**config.mk**
```make
export PLATFORM = sky130hd
export DESIGN_NAME = uart_frame_tx
export DESIGN_NICKNAME = d
export VERILOG_FILES = /design/src/rtl/uart_pkg.sv /design/src/rtl/sync_fifo.sv /design/src/rtl/uart_frame_tx.sv
export SDC_FILE = /design/constraint.sdc
export NUM_CORES = 1
export LEC_CHECK = 0
export ABC_AREA = 1
export CAP_MARGIN = 20
export CORE_UTILIZATION = 64
export CTS_CLUSTER_DIAMETER = 80
export DETAILED_ROUTE_END_ITERATION = 12
export GPL_TIMING_DRIVEN = 0
export PLACE_DENSITY = 0.84
export SLEW_MARGIN = 15
export SYNTH_ARGS = -nofsm -noshare
export SYNTH_HDL_FRONTEND = slang
export SYNTH_SLANG_ARGS = --single-unit
```
**constraint.sdc**
```tcl
create_clock -name clk -period 5.9 [get_ports clk]
set_clock_uncertainty 0.15 [all_clocks]
set_input_delay 1.18 -clock clk [delete_from_list [all_inputs] [get_ports clk]]
set_output_delay 1.18 -clock clk [all_outputs]
set_load 0.02 [all_outputs]
```
**src/rtl/uart_pkg.sv**
```systemverilog
// Shared UART definitions: parity modes, transmitter FSM encoding and the
// helper that sizes the baud down-counter.
package uart_pkg;

    localparam int PAR_NONE = 0;
    localparam int PAR_ODD  = 1;
    localparam int PAR_EVEN = 2;

    typedef enum logic [2:0] {
        S_IDLE,
        S_START,
        S_DATA,
        S_PARITY,
        S_STOP
    } tx_state_e;

    // Counter only has to hold CLK_DIV-1, so $clog2(CLK_DIV) bits are enough.
    function automatic int bit_cnt_width(input int clk_div);
        return (clk_div <= 2) ? 1 : $clog2(clk_div);
    endfunction

endpackage

```
**src/rtl/sync_fifo.sv**
```systemverilog
// Single-clock FIFO with show-ahead head word; also used by the UART RX side.
// Push while full and pop while empty are silently ignored.
module sync_fifo #(
    parameter int WIDTH = 8,
    parameter int DEPTH = 4
) (
    input  logic                     clk,
    input  logic                     rst,
    input  logic                     push,
    input  logic                     pop,
    input  logic [WIDTH-1:0]         din,
    output logic [WIDTH-1:0]         dout,
    output logic                     full,
    output logic                     empty,
    output logic [$clog2(DEPTH):0]   level
);

    localparam int AW = $clog2(DEPTH);

    logic [WIDTH-1:0] mem [DEPTH];
    logic [AW-1:0]    wr_ptr_q, wr_ptr_d;
    logic [AW-1:0]    rd_ptr_q, rd_ptr_d;
    logic [AW:0]      level_q, level_d;
    logic             do_push;
    logic             do_pop;

    always_comb begin
        do_push  = push && (level_q != (AW+1)'(DEPTH));
        do_pop   = pop && (level_q != '0);
        wr_ptr_d = do_push ? wr_ptr_q + AW'(1) : wr_ptr_q;
        rd_ptr_d = do_pop  ? rd_ptr_q + AW'(1) : rd_ptr_q;
        level_d  = level_q + (AW+1)'(do_push) - (AW+1)'(do_pop);
    end

    always_ff @(posedge clk or posedge rst) begin
        if (rst) begin
            wr_ptr_q <= '0;
            rd_ptr_q <= '0;
            level_q  <= '0;
        end else begin
            wr_ptr_q <= wr_ptr_d;
            rd_ptr_q <= rd_ptr_d;
            level_q  <= level_d;
        end
    end

    // Storage is not reset; the pointers alone define what is valid.
    always_ff @(posedge clk) begin
        if (do_push) begin
            mem[wr_ptr_q] <= din;
        end
    end

    assign dout  = mem[rd_ptr_q];
    assign full  = (level_q == (AW+1)'(DEPTH));
    assign empty = (level_q == '0);
    assign level = level_q;

endmodule

```
**src/rtl/uart_frame_tx.sv**
```systemverilog
// UART transmitter: FIFO-buffered words are sent as start/data/parity/stop
// frames, LSB first, with every bit lasting exactly CLK_DIV clocks.
module uart_frame_tx
    import uart_pkg::*;
#(
    parameter int CLK_DIV    = 1250,
    parameter int DATA_BITS  = 8,
    parameter int PARITY     = 0,
    parameter int STOP_BITS  = 1,
    parameter int FIFO_DEPTH = 4
) (
    input  logic                          clk,
    input  logic                          rst,
    input  logic [DATA_BITS-1:0]          i_data,
    input  logic                          i_valid,
    output logic                          o_ready,
    output logic                          o_txd,
    output logic                          o_busy,
    output logic [$clog2(FIFO_DEPTH):0]   o_fifo_level
);

    localparam int CNT_W = bit_cnt_width(CLK_DIV);
    localparam int IDX_W = $clog2(DATA_BITS);
    localparam int LVL_W = $clog2(FIFO_DEPTH) + 1;

    localparam logic [CNT_W-1:0] CNT_RELOAD = CNT_W'(CLK_DIV - 1);
    localparam logic [IDX_W-1:0] IDX_LAST   = IDX_W'(DATA_BITS - 1);
    localparam logic             STOP_LAST  = 1'(STOP_BITS - 1);

    tx_state_e            state_q, state_d;
    logic [CNT_W-1:0]     cnt_q, cnt_d;
    logic [IDX_W-1:0]     idx_q, idx_d;
    logic                 stop_idx_q, stop_idx_d;
    logic [DATA_BITS-1:0] shreg_q, shreg_d;
    logic                 par_q, par_d;
    logic                 txd_q, txd_d;
    logic                 busy_q, busy_d;

    logic                 push;
    logic                 fifo_pop;
    logic [DATA_BITS-1:0] fifo_dout;
    logic                 fifo_full;
    logic                 fifo_empty;
    logic [LVL_W-1:0]     fifo_level;
    logic [LVL_W-1:0]     level_next;
    logic                 bit_done;
    logic                 load;

    assign push = i_valid && !fifo_full;

    sync_fifo #(
        .WIDTH (DATA_BITS),
        .DEPTH (FIFO_DEPTH)
    ) u_fifo (
        .clk   (clk),
        .rst   (rst),
        .push  (push),
        .pop   (fifo_pop),
        .din   (i_data),
        .dout  (fifo_dout),
        .full  (fifo_full),
        .empty (fifo_empty),
        .level (fifo_level)
    );

    always_comb begin
        state_d    = state_q;
        cnt_d      = cnt_q;
        idx_d      = idx_q;
        stop_idx_d = stop_idx_q;
        shreg_d    = shreg_q;
        par_d      = par_q;
        txd_d      = txd_q;
        load       = 1'b0;
        fifo_pop   = 1'b0;
        bit_done   = (cnt_q == '0);

        if (state_q != S_IDLE && !bit_done) begin
            cnt_d = cnt_q - CNT_W'(1);
        end

        case (state_q)
            S_IDLE: begin
                txd_d = 1'b1;
                load  = !fifo_empty;
            end
            S_START: begin
                if (bit_done) begin
                    state_d = S_DATA;
                    txd_d   = shreg_q[0];
                    idx_d   = '0;
                    cnt_d   = CNT_RELOAD;
                end
            end
            S_DATA: begin
                if (bit_done) begin
                    cnt_d = CNT_RELOAD;
                    if (idx_q == IDX_LAST) begin
                        if (PARITY != PAR_NONE) begin
                            state_d = S_PARITY;
                            txd_d   = par_q;
                        end else begin
                            state_d    = S_STOP;
                            txd_d      = 1'b1;
                            stop_idx_d = 1'b0;
                        end
                    end else begin
                        idx_d   = idx_q + IDX_W'(1);
                        shreg_d = {1'b0, shreg_q[DATA_BITS-1:1]};
                        txd_d   = shreg_q[1];
                    end
                end
            end
            S_PARITY: begin
                if (bit_done) begin
                    state_d    = S_STOP;
                    txd_d      = 1'b1;
                    stop_idx_d = 1'b0;
                    cnt_d      = CNT_RELOAD;
                end
            end
            S_STOP: begin
                if (bit_done) begin
                    if (stop_idx_q == STOP_LAST) begin
                        // Chain straight into the next start bit when more data waits.
                        if (!fifo_empty) begin
                            load = 1'b1;
                        end else begin
                            state_d = S_IDLE;
                            txd_d   = 1'b1;
                        end
                    end else begin
                        stop_idx_d = 1'b1;
                        cnt_d      = CNT_RELOAD;
                    end
                end
            end
            default: begin
                state_d = S_IDLE;
                txd_d   = 1'b1;
            end
        endcase

        if (load) begin
            fifo_pop = 1'b1;
            shreg_d  = fifo_dout;
            par_d    = (PARITY == PAR_ODD) ? ~^fifo_dout : ^fifo_dout;
            state_d  = S_START;
            txd_d    = 1'b0;
            cnt_d    = CNT_RELOAD;
        end

        level_next = fifo_level + LVL_W'(push) - LVL_W'(fifo_pop);
        busy_d     = (state_d != S_IDLE) || (level_next != '0);
    end

    always_ff @(posedge clk or posedge rst) begin
        if (rst) begin
            state_q    <= S_IDLE;
            cnt_q      <= '0;
            idx_q      <= '0;
            stop_idx_q <= 1'b0;
            shreg_q    <= '0;
            par_q      <= 1'b0;
            txd_q      <= 1'b1;
            busy_q     <= 1'b0;
        end else begin
            state_q    <= state_d;
            cnt_q      <= cnt_d;
            idx_q      <= idx_d;
            stop_idx_q <= stop_idx_d;
            shreg_q    <= shreg_d;
            par_q      <= par_d;
            txd_q      <= txd_d;
            busy_q     <= busy_d;
        end
    end

    assign o_txd        = txd_q;
    assign o_busy       = busy_q;
    assign o_ready      = !fifo_full;
    assign o_fifo_level = fifo_level;

endmodule
```
==> results_dict.tcl <==
set metrics [dict create \
    status "completed" \
    grt_pass1_wl_mm 10.94 \
    pre_cts_slack_ns 2.621 \
    globalplace.congestion 0.9446 \
    start_util_pct 68.26 \
    cts_made_buffers 9 \
    final_util_pct 77.78 \
    yosysUniqueCellTypes 33 \
    area_growth_pct 13.95 \
    end_kind "register" \
    power_mw 1.779 \
    fin_cells 454 \
    grt_setup_unrepaired "no" \
    cts_tree "yes" \
    cts.sinks 66 \
    drc 0 \
    wl_per_cell_um 14.89 \
    syn_nets 378 \
    final_max_slew_viol_count 0 \
    multi_input_area_um2 1280 \
    ios 17 \
    crit_chain "inv_1 > ha_1 > nand2_2 > nor2_4 > nand2_4 > a21boi_4 > nand2_2 > nand2_1 > ha_1 > fa_1 > nor2_1 > nand3_1 > nor2_1 > nand3_1" \
    synth_area_um2 3309 \
    via_per_inst 5.509 \
    drive_above_1_share_pct 12.66 \
    n_antenna_cell 0 \
    ys_seq_area_share_pct 54.78 \
    finalSetupViolCount 0 \
    finalCritPeriodShare_pct 52.63 \
    synth-seq-cells 66 \
    grt_max_degree 35 \
    io_buffer_count 16 \
    max_cap_violations 0 \
    routed_wl_mm 6.759 \
    grt_pass1_vias 2366 \
    cts-hold-fix-buffers 0 \
    fillers 312 \
    hold_class "reg2reg" \
    cts_root_buffer "clkbuf_8" \
    clk_pin_slew_ns 0.07 \
    switchingPower_mw 0.6885 \
    critical_path_class "reg2reg" \
    yosys_warnings 0 \
    fin_setup_tns_ns 0 \
    worstPathArrival_ns 3.16 \
    track_usage_pct 27.75 \
    row_count 25 \
    crit_fanout 9 \
    dieWidth_um 73.91 \
    intPower_mw 1.091 \
    p_seq_share_pct 40.8 \
    dp_hpwl_mm 4.406 \
    relSlewSlack_pct 42.04 \
    swShare_pct 38.69 \
    worstMarginPinSlew_ns 0.8662 \
    dp.cells 438 \
    core-area_um2 4848 \
    dr_total_vias 2501 \
    start_kind "register" \
    setup_slack_ns 2.795 \
    final_nets 405 \
    ctsResizeCount 0 \
    die_area_um2 5463 \
    drt_iter0_drc 187 \
    cts_buffer_depth 2 \
    crit_slowest_cell "dfrtp_1" \
    drt_first_pass_iters 4 \
    ant_nets 0 \
    seq_area_um2 1813 \
    postSynthCellCount 355 \
    overflow 0 \
    critical-path-top-delay-family "simple AND/OR/NAND/NOR gates" \
    crit_buf_inv 1 \
    syn_avg_cell_area_um2 9.322 \
    htree_num_levels 3 \
    critPathRequiredTime_ns 5.96 \
    clock.fmax_mhz 322.1 \
    slowest_delay_ns 0.42 \
    fin_crit_ns 3.105 \
    hold_violations 0 \
    cts_setup_buffers 0 \
    antenna_found_initial 0 \
    p_comb_share_pct 36.0 \
    powerDensity_nw_per_um2 471.9 \
    irDropWorstVdd_mv 0.3140 \
    p_clk_share_pct 23.2 \
    clk_latency_ns 0.34 \
    die_h_um 73.91 \
    p_leak_nw 1.657 \
]
==> path summary, 6_finish.rpt <==
check	depth (start not counted)	end	from	slack [ns]
worst max-delay path	14	o_busy$_DFF_PP0_	cnt_q[0]$_DFF_PP0_	2.79
worst min-delay path	2	shreg_q[5]$_DFFE_PP0P_	shreg_q[5]$_DFFE_PP0P_	0.33
max in group asynchronous	2	o_busy$_DFF_PP0_	rst	4.02
worst max register to register	14	o_busy$_DFF_PP0_	cnt_q[0]$_DFF_PP0_	2.79
min in group asynchronous	2	u_fifo.level[0]$_DFF_PP0_	rst	1.11
worst min register to register	2	shreg_q[5]$_DFFE_PP0P_	shreg_q[5]$_DFFE_PP0P_	0.33
==> cell usage after synthesis <==
master    number  area share [%]
a21boi_4       1            0.57
nor2_1        41             4.7
nor3_1         2            0.30
o21ai_1        1            0.15
inv_2          4            0.45
nand2_2        4            0.76
fa_1           2             1.2
o21ai_0       26             3.9
nand2_4        4             1.4
o21bai_1       1            0.23
o22ai_1        1            0.19
nand3_1       22             3.3
nor3_2         1            0.30
nor2_2         6             1.1
ha_1          10             3.8
clkbuf_1       2            0.23
edfxtp_1      32              29
buf_2          2            0.30
nand4_1        1            0.19
nand3_2        2            0.60
a21oi_1        5            0.76
inv_1         48             5.4
dfstp_2        1            0.79
nand2_1       78             8.8
nor4_1         1            0.19
or2_1          1            0.19
clkinv_1       1            0.11
xnor2_1        1            0.26
nor2_4         7             2.4
o211ai_1       7             1.6
xor2_1         6             1.6
or2_2          1            0.19
dfrtp_1       33              25
==> registers in the layout, summed over array words and instances, names as in the netlist <==
| name | flops |
|---|---|
| u_fifo.mem | 32 |
| cnt_q | 11 |
| shreg_q | 8 |
| idx_q | 3 |
| state_q | 3 |
| u_fifo.level | 3 |
| u_fifo.rd_ptr_q | 2 |
| u_fifo.wr_ptr_q | 2 |
| o_busy | 1 |
| o_txd | 1 |
==> area by class of cell <==
cell class                      count  area share (%)
Sequential cell                    66           48.08
Multi-Input combinational cell    232           33.94
Inverter                           53           5.275
Timing Repair Buffer               16           4.247
Clock buffer                        9           3.285
Clock inverter                      7           2.488
Tap cell                           67           2.223
Buffer                              4          0.4645
==> power groups by stage <==
stage,Clock (mW),Sequential [mW],Combinational (mW)
after floorplan,0,0.725,0.438
after global placement,0,0.725,0.590
after detailed placement,0,0.729,0.619
after CTS,0.415,0.725,0.637
after global routing,0.433,0.740,0.721
final,0.413,0.726,0.641
==> cells by family (layout without fill, tap and decap cells) <==
group / after synthesis / after routing / synth area share [%]
XOR/XNOR: 7 / 7 / 1.853
flip-flops: 66 / 66 / 54.78
buffers and inverters: 57 / 89 / 6.540
AND/OR/NAND/NOR: 171 / 171 / 24.42
AO/OA/AOI/OAI: 42 / 42 / 7.410
adder cells (fa/ha/maj): 12 / 12 / 4.991
==> stage by stage <==
| stage | cell area [um^2] | hold WS, ns |
|---|---|---|
| finish | 3771 | 0.3327 |
| global placement | 3553 | 0.3036 |
| global route | 3771 | 0.3442 |
| CTS | 3771 | 0.3366 |
| detailed placement | 3553 | 0.3184 |
| floorplan | 3309 | 0.2922 |
==> layer usage <==
| layer | part of all wire [%] | wire length, um | track usage [%] | vias up |
|---|---|---|---|---|
| met3 | 6.1 | 410 | 6.447 | 10 |
| met1 | 43 | 2898 | 37.11 | 1225 |
| met5 | 0 | 0 | 0 | - |
| met4 | 1.6 | 107 | 9.615 | 0 |
| li1 | - | - | - | 1198 |
| met2 | 49 | 3342 | 44.85 | 68 |
==> worst register-to-register path: stages, from the launching register on <==
cell and delay [ns]:
dfrtp_1 0.42, inv_1 0.15, ha_1 0.25, nand2_2 0.12, nor2_4 0.11, nand2_4 0.10
a21boi_4 0.42, nand2_2 0.12, nand2_1 0.09, ha_1 0.16, fa_1 0.42, nor2_1 0.14
nand3_1 0.11, nor2_1 0.11, nand3_1 0.08
==> layout by cell type, fill, tap and decap left out, drive strengths merged, types with 2 or more instances in the layout <==
cell type	netlist	layout
fa	2	2
clkinvlp	0	4
nand2	86	86
clkbuf	2	11
clkdlybuf4s50	0	16
nor2	54	54
clkinv	1	2
bufinv	0	2
xor2	6	6
o21ai	27	27
inv	52	52
buf	2	2
ha	10	10
nor3	3	3
or2	2	2
edfxtp	32	32
dfrtp	33	33
o211ai	7	7
a21oi	5	5
nand3	24	24
Note: power is estimated with default switching activity, not from simulation.
